**src/rtl/if_prefetch.sv**
```systemverilog
// Instruction prefetcher: one outstanding memory request feeding a small
// in-order instruction queue, with redirect (flush/refetch) support.
module if_prefetch #(
  parameter logic [31:0] RESET_PC = 32'h00000000,
  parameter int          DEPTH    = 4
) (
  input  logic        clk,
  input  logic        rst,
  input  logic [31:0] jpc,
  input  logic        if_pc_jump,
  input  logic        if_bubble,
  output logic        im_req,
  output logic [31:0] im_addr,
  input  logic        im_ack,
  input  logic [31:0] im_data,
  output logic        ins_valid,
  output logic [31:0] ins,
  output logic [31:0] ins_pc,
  output logic [31:0] npc
);

  localparam int PW = $clog2(DEPTH);
  localparam int CW = PW + 1;

  typedef enum logic [1:0] {IDLE, WAIT, DISCARD} state_t;

  state_t          state_reg, state_next;
  logic [31:0]     fetch_pc_reg, fetch_pc_next;
  logic [31:0]     im_addr_reg, im_addr_next;
  logic            im_req_reg, im_req_next;
  logic [CW-1:0]   count_reg, count_next;
  logic [PW-1:0]   rd_ptr_reg, rd_ptr_next;
  logic [PW-1:0]   wr_ptr_reg, wr_ptr_next;

  logic            busy, remains, push, pop, issue;

  logic [DEPTH-1:0][31:0] ins_ent;
  logic [DEPTH-1:0][31:0] pc_ent;

  always_comb begin
    busy    = (state_reg != IDLE);
    // A request survives the edge only if it is live and not completing now.
    remains = busy && !im_ack;
    push    = (state_reg == WAIT) && im_ack && !if_pc_jump;
    pop     = (count_reg != '0) && !if_bubble && !if_pc_jump;

    count_next    = count_reg;
    rd_ptr_next   = rd_ptr_reg;
    wr_ptr_next   = wr_ptr_reg;
    fetch_pc_next = fetch_pc_reg;

    if (if_pc_jump) begin
      count_next    = '0;
      rd_ptr_next   = '0;
      wr_ptr_next   = '0;
      fetch_pc_next = jpc;
    end else begin
      count_next  = count_reg + {{(CW-1){1'b0}}, push} - {{(CW-1){1'b0}}, pop};
      rd_ptr_next = rd_ptr_reg + {{(PW-1){1'b0}}, pop};
      wr_ptr_next = wr_ptr_reg + {{(PW-1){1'b0}}, push};
      if (push) begin
        fetch_pc_next = fetch_pc_reg + 32'd4;
      end
    end

    // Only issue when the slot being requested is guaranteed a home in the queue.
    issue = !remains && (count_next < CW'(DEPTH));

    im_req_next  = issue || remains;
    im_addr_next = issue ? fetch_pc_next : im_addr_reg;

    if (issue) begin
      state_next = WAIT;
    end else if (remains) begin
      state_next = (state_reg == WAIT && if_pc_jump) ? DISCARD : state_reg;
    end else begin
      state_next = IDLE;
    end
  end

  always_ff @(posedge clk or negedge rst) begin
    if (!rst) begin
      state_reg    <= IDLE;
      fetch_pc_reg <= RESET_PC;
      im_addr_reg  <= RESET_PC;
      im_req_reg   <= 1'b0;
      count_reg    <= '0;
      rd_ptr_reg   <= '0;
      wr_ptr_reg   <= '0;
    end else begin
      state_reg    <= state_next;
      fetch_pc_reg <= fetch_pc_next;
      im_addr_reg  <= im_addr_next;
      im_req_reg   <= im_req_next;
      count_reg    <= count_next;
      rd_ptr_reg   <= rd_ptr_next;
      wr_ptr_reg   <= wr_ptr_next;
    end
  end

  // Queue storage is reset so the head reads as zero straight out of reset.
  generate
    for (genvar gi = 0; gi < DEPTH; gi++) begin : g_entry
      logic [31:0] ins_reg;
      logic [31:0] pc_reg;

      always_ff @(posedge clk or negedge rst) begin
        if (!rst) begin
          ins_reg <= '0;
          pc_reg  <= '0;
        end else if (push && (wr_ptr_reg == PW'(gi))) begin
          ins_reg <= im_data;
          pc_reg  <= im_addr_reg;
        end
      end

      assign ins_ent[gi] = ins_reg;
      assign pc_ent[gi]  = pc_reg;
    end
  endgenerate

  assign im_req    = im_req_reg;
  assign im_addr   = im_addr_reg;
  assign ins_valid = (count_reg != '0);
  assign ins       = ins_ent[rd_ptr_reg];
  assign ins_pc    = pc_ent[rd_ptr_reg];
  assign npc       = pc_ent[rd_ptr_reg] + 32'd4;

endmodule

```
**config.mk**
```make
export PLATFORM = sky130hd
export DESIGN_NAME = if_prefetch
export DESIGN_NICKNAME = d
export VERILOG_FILES = /design/src/rtl/if_prefetch.sv
export SDC_FILE = /design/constraint.sdc
export NUM_CORES = 1
export LEC_CHECK = 0
export ABC_AREA = 1
export ABC_CLOCK_PERIOD_IN_PS = 2700
export BUFFER_PORTS_ARGS = -buffer_cell sky130_fd_sc_hd__buf_2
export CAP_MARGIN = 5
export CORE_ASPECT_RATIO = 0.9
export CORE_UTILIZATION = 24
export DETAILED_ROUTE_END_ITERATION = 8
export SYNTH_ARGS = -nofsm -noshare
export SYNTH_HDL_FRONTEND = slang
export SYNTH_SLANG_ARGS = --single-unit
```
**constraint.sdc**
```tcl
create_clock -name clk -period 2.7 [get_ports clk]
set_input_delay 0.135 -clock clk [delete_from_list [all_inputs] [get_ports clk]]
set_output_delay 0.135 -clock clk [all_outputs]
set_load 0.01 [all_outputs]
```
Yosys cells after proc, flatten, opt, wreduce, memory -nomap -nowiden

Cells that the tools add are included.

Bits in registers: 330
Bits of input ports: 69
Output and inout bits: 130
Word-level logic and storage cells: 59

Add/subtract/negate cells: 6
$lt $le $gt $ge: 2
Eq/ne operators: 5
Muxes and demuxes: 12
Reductions and logical operators: 19

Operator list:

| operator                                                   | count |
|---|---|
| binary-select mux 32 bit (select 2 bit)                    | 2 |
| 2-to-1 mux 32 bit                                          | 4 |
| adder 32 x 3 -> 32 bit, second input constant              | 2 |
| logical AND 1 bit                                          | 11 |
| 2-to-1 mux 2 bit                                           | 5 |
| adder 2 x 1 -> 2 bit                                       | 2 |
| == test 2 x 1 -> 1 bit, second input constant              | 2 |
| == test 2 bit, second input constant                       | 2 |
| zero test 1 bit                                            | 4 |
| adder 3 x 1 -> 3 bit                                       | 1 |
| less-than comparator 2 x 3 -> 1 bit, second input constant | 1 |
| less-than comparator 3 bit, second input constant          | 1 |
| 2-to-1 mux 3 bit                                           | 1 |
| inequality test 3 x 1 -> 1 bit, second input constant      | 1 |
| nonzero test 3 bit                                         | 1 |
| subtractor 3 x 1 -> 3 bit                                  | 1 |
| zero test 2 bit                                            | 1 |
| nonzero test 2 bit                                         | 1 |
| logical OR 1 bit                                           | 1 |

Longest topological paths before layout

Gate-level depths: netlist of the first run.

Depth in word-level cells: 9
Depth in mapped cells: 16
Gate-level depth less buffers: 14

Worst setup path after synthesis of the first run

OpenSTA, ideal clock, no wires.

Kind: register to register
Start point: register count_reg[1]
End point: register im_addr_reg[10] (netlist: im_addr[10])
Setup time: 0.130 ns
Data arrival time: 2.495 ns
Data required time: 2.570 ns
Setup slack: 0.075 ns
Stages on the path, launching flop included: 16
Buffers on the path: 2
Clock period less this slack: 2.625 ns
Path through: dfrtp_1 or2_1 nor2_1 nor3_1 ha_1 inv_1 ha_1 inv_1 fa_1 and3_1 nor3_2 nor2_1 buf_2 buf_2 nand2_1 o21ai_0

Longest elaborated chain between the ends: 7
Elaborated cells between the ends (all ways): 8
Those cells by class: 2 x add/sub; 1 x order compare; 1 x mux; 4 x reduce/logical

RTL lines:

| item                                                         | RTL line | RTL |
|---|---|---|
| from (decl)                                                  | 31       | `logic [CW-1:0] count_reg, count_next;` |
| from (signal assigned)                                       | 95       | `count_reg <= count_next;` |
| branches (longest 3 deep; another with adder 3 x 1 -> 3 bit) | --       |  |
| subtractor 3 x 1 -> 3 bit *                                  | 58       | `count_next = count_reg + {{(CW-1){1'b0}}, push} - {{(CW-1){1'b0}}, pop};` |
| 2-to-1 mux 3 bit *                                           | 52       | `if (if_pc_jump) begin` |
| via count_next[2]                                            | 31       |  |
| less-than comparator 3 bit *                                 | 67       | `issue = !remains && (count_next < CW'(DEPTH));` |
| logical AND 1 bit *                                          | 67       |  |
| to (signal assigned)                                         | 93       | `im_addr_reg <= im_addr_next;` |
| to (decl)                                                    | 29       | `logic [31:0] im_addr_reg, im_addr_next;` |

Mark *: on every way through the listed nets, which the timed path passes.
A chain may end at the register's enable or synchronous reset.

Worst setup path after layout of the first run

Start point: register rd_ptr_reg[0]
End point: output port npc[29]

Longest elaborated chain between the ends: 3

RTL lines:

| item                                    | RTL line | RTL |
|---|---|---|
| from (decl)                             | 32       | `logic [PW-1:0] rd_ptr_reg, rd_ptr_next;` |
| from (signal assigned)                  | 96       | `rd_ptr_reg <= rd_ptr_next;` |
| binary-select mux 32 bit (select 2 bit) | 127      | `assign npc = pc_ent[rd_ptr_reg] + 32'd4;` |
| 2-to-1 mux 32 bit (not written as such) | 127      |  |
| adder 32 x 3 -> 32 bit                  | 127      |  |
| to (decl)                               | 19       | `output logic [31:0] npc` |

Every way passes these cells. The select of a mux whose other input is x is not followed.

==> impl_metrics.env, run 1 <==
export IMPL_status="complete, but fails checks"
export IMPL_violations="DRC, setup timing"
export IMPL_nFillCells=6859
export IMPL_postSynthCellCount=2007
export IMPL_first_iter_violations=937
export IMPL_worstHoldPathType="input pin to asynchronous set/reset pin"
export IMPL_timing_critical_path_slowest_cell_delay_ps=490
export IMPL_fin_area_um2=22300
export IMPL_required_ps=2570
export IMPL_synthesis_area_um2=16100
export IMPL_power_switching_share_pct=39.9
export IMPL_grt_antenna_before_repair=0
export IMPL_postSynthNetCount=2083
export IMPL_finalSetupViolations=54
export IMPL_synthesis_yosys_warnings=0
export IMPL_cts_max_path_buffers=3
export IMPL_pin_count=199
export IMPL_cp_end_kind="output pin"
export IMPL_max_cap_violations=0
export IMPL_cts_tree="built"
export IMPL_critical_path_class="flop to output pin"
export IMPL_synth_ff_latch_count=330
export IMPL_timing_hold_ws_ps=78.2
export IMPL_wl_um=54100
export IMPL_synth_sequential_area_ratio_pct=51.4
export IMPL_floorplan_initialDensity_pct=24.4
export IMPL_flow_area_growth_from_synthesis_pct=38.4
export IMPL_detail_route_antenna_nets=0
export IMPL_worst_slew_pin_slew_ps=712
export IMPL_first_pass_grt_wire_length_um=82400
export IMPL_final_util_pct=33.8
export IMPL_cts_root_buffer="sky130_fd_sc_hd__clkbuf_16"
export IMPL_drtPass1Iterations=7
export IMPL_power_switching_mw=9.10
export IMPL_ir_drop_mv=0.674
export IMPL_grtUsageTotal_pct=15.5
export IMPL_ff_to_ff_start="count_reg[1]"
export IMPL_maximum_fanout_along_the_worst_path=7
export IMPL_arrival_ps=2710
export IMPL_place_port_buffers=198
export IMPL_cpMaxStageDelayCell="sky130_fd_sc_hd__dfrtp_4"
export IMPL_critical_path_startpoint_type="flop"
export IMPL_gpl_final_weighted_congestion=0.879
export IMPL_overflow=0
export IMPL_insertion_delay_ps=580
export IMPL_dp_cells=3001
export IMPL_die_w_um=275
export IMPL_fin_skew_ps=38.6
export IMPL_power_density_cell_area_nw_per_um2=1030
export IMPL_combinational_power_share_pct=43.1
export IMPL_yosys_cell_types_count=44
export IMPL_worstPathCellList="buf_12 > buf_8 > clkinv_8 > nand2_2 > nand3_2 > nand2_4 > a21oi_4 > nand4_1 > nor2_4 > nand2_1 > nand2_1 > nand2_2 > buf_6"
export IMPL_design_power_total_mw=22.8
export IMPL_cell_depth_of_the_worst_flop_to_flop_path=15
export IMPL_total_leakage_power_nw=10.5
export IMPL_fp_coreArea_um2=65900
export IMPL_timing_max_transition_violations_final=0
export IMPL_cell_internal_pwr_mw=13.7
export IMPL_post_route_cells_drive_above_1_share_pct=28.3
export IMPL_critical_path_reg2reg_endpoint="im_addr[16]"
export IMPL_h_tree_depth=2
export IMPL_dieHeight_um=248
export IMPL_final_setup_worst_slack_ps=-148
export IMPL_final_nets=2401
export IMPL_fmax_mhz=351
export IMPL_postPlaceCellArea_um2=18100
export IMPL_detailed_placement_wirelength_estimate_um=34800
export IMPL_pwr_share_seq_pct=32.2
export IMPL_first_global_vias=14058
export IMPL_power_clock_fraction_pct=24.7
export IMPL_layout_worst_path_cycle_share_pct=105
export IMPL_period_minus_slack_ps=2850
export IMPL_fp_row_count=89
export IMPL_antennaDiodeCount=0
export IMPL_cts_made_buffers=39
export IMPL_detailroute_via_count=14622
export IMPL_timing_final_hold_violations=0
export IMPL_grt_start_max_net_pins=129
export IMPL_final_cell_mix="sky130_fd_sc_hd__nand2_1 (522), sky130_fd_sc_hd__dfrtp_1 (328), sky130_fd_sc_hd__o21ai_0 (271), sky130_fd_sc_hd__buf_2 (184), sky130_fd_sc_hd__nor2_1 (125)"
export IMPL_clock_sink_count=330
export IMPL_fin_cells=3218
export IMPL_max_slew_margin_rel_pct=52.5
export IMPL_viasPerCell=4.54
export IMPL_final_common_cell="sky130_fd_sc_hd__nand2_1"
export IMPL_clkTransAtPathRegs_ps=60
export IMPL_unrepaired_setup_endpoints_after_global_routing="yes"
export IMPL_synth_area_per_cell_um2=8.01
export IMPL_rrSetupSlack_ps=-70
export IMPL_die_area_um2=68000
export IMPL_wl_per_cell_um=16.8
export IMPL_drt_drc_violations_left=10
layout make-up:
cell class	instances	area [um^2]	area share, %
Multi-Input combinational cell	1416	7760	34.8
Timing Repair Buffer	391	3160	14.2
Clock buffer	54	1100	4.95
Timing Repair inverter	3	36.3	0.163
Sequential cell	330	8260	37.1
Tap cell	864	1080	4.86
Clock inverter	16	274	1.23
Inverter	144	589	2.65
worst max-delay path by stage:
stage             startpoint          end  slack [ps]  depth (start not counted)
2_1_floorplan   count_reg[1]  im_addr[10]          70                         15
3_3_place_gp    count_reg[2]   im_addr[3]          40                         15
3_5_place_dp    count_reg[2]   im_addr[3]         -40                         15
4_1_cts        rd_ptr_reg[0]      npc[14]        -150                         11
5_1_grt        rd_ptr_reg[0]      npc[29]        -280                         16
6_report       rd_ptr_reg[0]      npc[29]        -150                         13
per-layer routing:
layer,vias up,track usage (%),wire (um)
met5,-,0,0
met3,77,2.49,3040
li1,7123,-,-
met2,375,23.4,24000
met1,7047,22.6,25800
met4,0,4.71,1220
per-stage QoR:
step,worst slack (ps),TNS (ps)
4_1_cts,-148,-1880
3_5_place_dp,-44.1,-273
5_1_grt,-277,-8640
2_1_floorplan,74.9,0
6_report,-148,-2760
3_3_place_gp,37.7,0
what timing repair did:
action	CTS	global route
cloned	8	8
gates resized for setup	190	159
hold buffers	67	0
endpoints found under the setup margin	64	63
buffers inserted	44	22
endpoints found under the hold margin	491	0
pin swaps	58	83
synth_stat cells, drive strengths merged:
cell,instances,area (um^2)
a21boi,7,52.6
a21oi,8,51.3
and2,4,25.0
and3,1,6.26
buf,59,390
clkbuf,58,218
clkinv,2,8.75
dfrtp,330,8260
fa,1,20.0
ha,6,75.1
inv,142,541
nand2,638,2470
nand3,101,526
nand3b,6,45.0
nand4,17,121
nor2,172,768
nor3,14,119
o211ai,3,22.5
o21ai,364,1830
o21bai,2,15.0
o22ai,35,219
or2,10,62.6
xnor2,5,43.8
xor2,22,193
power by group through the flow:
stage / logic, mW / registers (mW) / clock network [mW]
final: 9.84 / 7.36 / 5.63
after global routing: 10.7 / 7.52 / 5.98
after CTS: 8.66 / 7.30 / 5.78
after detailed placement: 7.40 / 7.37 / 0
after global placement: 7.32 / 7.36 / 0
after floorplan: 4.25 / 7.13 / 0
critical path, delay by kind of cell, from the launching register on:
family / cells / cell delay [ps]
buffers and inverters: 4 / 520
AO/OA/AOI/OAI: 1 / 290
AND/OR/NAND/NOR: 8 / 820
flip-flops: 1 / 490
logic make-up after synthesis:
| logic type | Yosys count | synth area share (%) |
|---|---|---|
| and+or+nand+nor | 963 | 25.8 |
| adders and majority gates | 7 | 0.591 |
| xor gates and xnor gates | 27 | 1.47 |
| DFF | 330 | 51.4 |
| buffers and inverters | 261 | 7.20 |
| AOI/OAI and AO/OA | 419 | 13.6 |
(Power assumes the default switching activity.)
==> run 2: changes to the inputs <==
Settings changed: CAP_MARGIN 5 to 40, PLACE_DENSITY set to 0.49.
==> impl_metrics.env, run 2 (synthesis gave the netlist of run 1 again) <==
export IMPL_status="complete, but fails checks"
export IMPL_finalSetupViolations=47
export IMPL_antennaDiodeCount=0
export IMPL_clock_sink_count=330
export IMPL_max_slew_margin_rel_pct=54.9
export IMPL_detail_route_antenna_nets=0
export IMPL_floorplan_initialDensity_pct=24.4
export IMPL_power_clock_fraction_pct=23.8
export IMPL_cp_end_kind="output pin"
export IMPL_ir_drop_mv=0.443
export IMPL_nFillCells=6896
export IMPL_post_route_cells_drive_above_1_share_pct=25.8
export IMPL_place_port_buffers=198
export IMPL_timing_max_transition_violations_final=0
export IMPL_layout_worst_path_cycle_share_pct=105
export IMPL_power_density_cell_area_nw_per_um2=1020
export IMPL_cts_root_buffer="sky130_fd_sc_hd__clkbuf_16"
export IMPL_die_area_um2=68000
export IMPL_power_switching_mw=8.88
export IMPL_worst_slew_pin_slew_ps=677
export IMPL_drtPass1Iterations=8
export IMPL_fin_skew_ps=17.4
export IMPL_critical_path_startpoint_type="flop"
export IMPL_fmax_mhz=352
export IMPL_cell_internal_pwr_mw=13.4
export IMPL_drt_drc_violations_left=11
export IMPL_first_global_vias=14179
export IMPL_clkTransAtPathRegs_ps=60
export IMPL_final_cell_mix="sky130_fd_sc_hd__nand2_1 (544), sky130_fd_sc_hd__dfrtp_1 (328), sky130_fd_sc_hd__o21ai_0 (271), sky130_fd_sc_hd__buf_2 (187), sky130_fd_sc_hd__nor2_1 (128)"
export IMPL_first_iter_violations=1141
export IMPL_met2_usage_pct=24.6
export IMPL_combinational_power_share_pct=42.9
export IMPL_final_util_pct=33.2
export IMPL_flow_area_growth_from_synthesis_pct=36.1
export IMPL_h_tree_depth=2
export IMPL_maximum_fanout_along_the_worst_path=10
export IMPL_worst_path_most_repeated_cell="sky130_fd_sc_hd__nand2_4"
export IMPL_timing_critical_path_slowest_cell_delay_ps=590
export IMPL_max_cap_violations=0
export IMPL_grt_antenna_before_repair=1
export IMPL_final_setup_worst_slack_ps=-137
export IMPL_cts_made_buffers=40
export IMPL_fin_cells=3212
export IMPL_wl_um=56300
export IMPL_cpMaxStageDelayCell="sky130_fd_sc_hd__dfrtp_4"
export IMPL_gr_usage_met1_pct=22.1
export IMPL_detailed_placement_wirelength_estimate_um=35400
export IMPL_unrepaired_setup_endpoints_after_global_routing="yes"
export IMPL_viasPerCell=4.56
export IMPL_wl_per_cell_um=17.5
export IMPL_first_pass_grt_wire_length_um=82800
export IMPL_global_route_usage_met3_pct=2.31
export IMPL_final_nets=2395
export IMPL_required_ps=2570
export IMPL_overflow=0
export IMPL_gpl_final_weighted_congestion=0.844
export IMPL_pin_count=199
export IMPL_critical_path_class="flop to output pin"
export IMPL_rrSetupSlack_ps=-70
export IMPL_grt_start_max_net_pins=129
export IMPL_insertion_delay_ps=560
export IMPL_worstPathCellList="buf_6 > inv_8 > nand2_1 > nand3_2 > nand2_4 > nor2_4 > nand2_4 > nor2_4 > nand2_4 > nor2_2 > nor2_1 > nor2_1 > buf_2"
export IMPL_arrival_ps=2700
export IMPL_final_common_cell="sky130_fd_sc_hd__nand2_1"
export IMPL_detailroute_via_count=14651
export IMPL_violations="DRC, setup timing"
export IMPL_cts_max_path_buffers=3
export IMPL_grtUsageTotal_pct=15.7
export IMPL_power_switching_share_pct=39.9
export IMPL_fp_coreArea_um2=65900
export IMPL_dieHeight_um=248
export IMPL_total_leakage_power_nw=10.4
export IMPL_die_w_um=275
export IMPL_dp_cells=2996
export IMPL_cts_tree="built"
export IMPL_worst_path_buf_inv=3
export IMPL_grt_busiest_layer="met2"
export IMPL_pwr_share_seq_pct=33.3
export IMPL_worst_path_dominant_cell_family="simple AND/OR/NAND/NOR gates"
export IMPL_period_minus_slack_ps=2840
export IMPL_worstHoldPathType="input pin to asynchronous set/reset pin"
export IMPL_timing_final_hold_violations=0
export IMPL_fp_row_count=89
run 2: cell count changes in the layout (fill, tap and decap cells not counted), moves of 8 or more:
cell / change
sky130_fd_sc_hd__nand2_2: -11
sky130_fd_sc_hd__buf_12: +8
sky130_fd_sc_hd__nand3_1: +20
sky130_fd_sc_hd__clkbuf_16: +8
sky130_fd_sc_hd__nand2_1: +22
sky130_fd_sc_hd__nand2_4: -11
sky130_fd_sc_hd__nand3_2: -18
sky130_fd_sc_hd__buf_6: -9
sky130_fd_sc_hd__buf_4: -15
run 2: layout make-up:
cell class | count | area [um^2] | share of cell area [%]
clock buffers | 60 | 1160 | 5.29
clock inverters | 11 | 115 | 0.526
inverters | 144 | 576 | 2.63
multi-input cells | 1416 | 7450 | 34.0
flip-flops and latches | 330 | 8260 | 37.8
well taps | 864 | 1080 | 4.94
repair buffers | 384 | 3210 | 14.7
repair inverters | 3 | 36.3 | 0.166
run 2: metrics by stage:
step	power [mW]	hold slack (ps)	area, um^2	setup TNS [ps]	worst slack [ps]
floorplan	11.4	-161	16100	0	74.9
global route	23.7	91.3	21900	-8460	-260
finish	22.3	78.5	21900	-2410	-137
CTS	20.7	56.8	20600	-3030	-180
global placement	14.6	77.0	18100	0	2.81
detailed placement	14.7	79.7	18100	-1040	-90.2
run 2: worst register-to-register path, stage by stage (launching register included):
cell	delay [ps]
sky130_fd_sc_hd__dfrtp_1	370
sky130_fd_sc_hd__or2_4	260
sky130_fd_sc_hd__nor2_4	110
sky130_fd_sc_hd__nor3_4	50
sky130_fd_sc_hd__ha_1	300
sky130_fd_sc_hd__inv_1	60
sky130_fd_sc_hd__ha_2	160
sky130_fd_sc_hd__inv_2	30
sky130_fd_sc_hd__fa_2	340
sky130_fd_sc_hd__a21oi_2	160
sky130_fd_sc_hd__nor3_4	60
sky130_fd_sc_hd__nor2_4	240
sky130_fd_sc_hd__clkinv_4	170
sky130_fd_sc_hd__clkbuf_16	220
sky130_fd_sc_hd__nand2_2	60
sky130_fd_sc_hd__nand2_1	50
run 2: path summary, 6_finish.rpt:
| check | start | endpoint | cells after the start |
|---|---|---|---|
| min in group clk | if_bubble | rd_ptr_reg[1] | 5 |
| hold / removal | rst | g_entry[3].ins_reg[27] | 2 |
| max in group asynchronous | rst | g_entry[1].pc_reg[19] | 3 |
| hold reg to reg | g_entry[1].ins_reg[25] | g_entry[1].ins_reg[25] | 2 |
| setup / recovery | rd_ptr_reg[0] | npc[19] | 13 |
| setup reg to reg | count_reg[1] | im_addr[22] | 15 |
run 2: routing by layer:
| metal | wire, um | share of wire (%) | vias up |
|---|---|---|---|
| met5 | 13 | 0.023 | - |
| met4 | 1470 | 2.6 | 2 |
| met3 | 2800 | 5.0 | 89 |
| met2 | 25400 | 45 | 372 |
| met1 | 26600 | 47 | 7084 |
| li1 | - | - | 7104 |
run 2: power groups by stage:
stage                     Combinational (mW)  Sequential, mW  Clock, mW
after floorplan                         4.25            7.13          0
after global placement                  7.24            7.39          0
after detailed placement                7.32            7.43          0
after CTS                               7.90            7.37       5.47
after global routing                    10.5            7.59       5.65
final                                   9.55            7.42       5.29
run 2: repair_timing:
action,CTS,global route
setup buffers,14,45
hold buffers,69,0
cloned,2,17
gates resized for setup,93,185
hold endpoints to repair,485,0
pin swaps,18,66
setup endpoints to repair,85,60
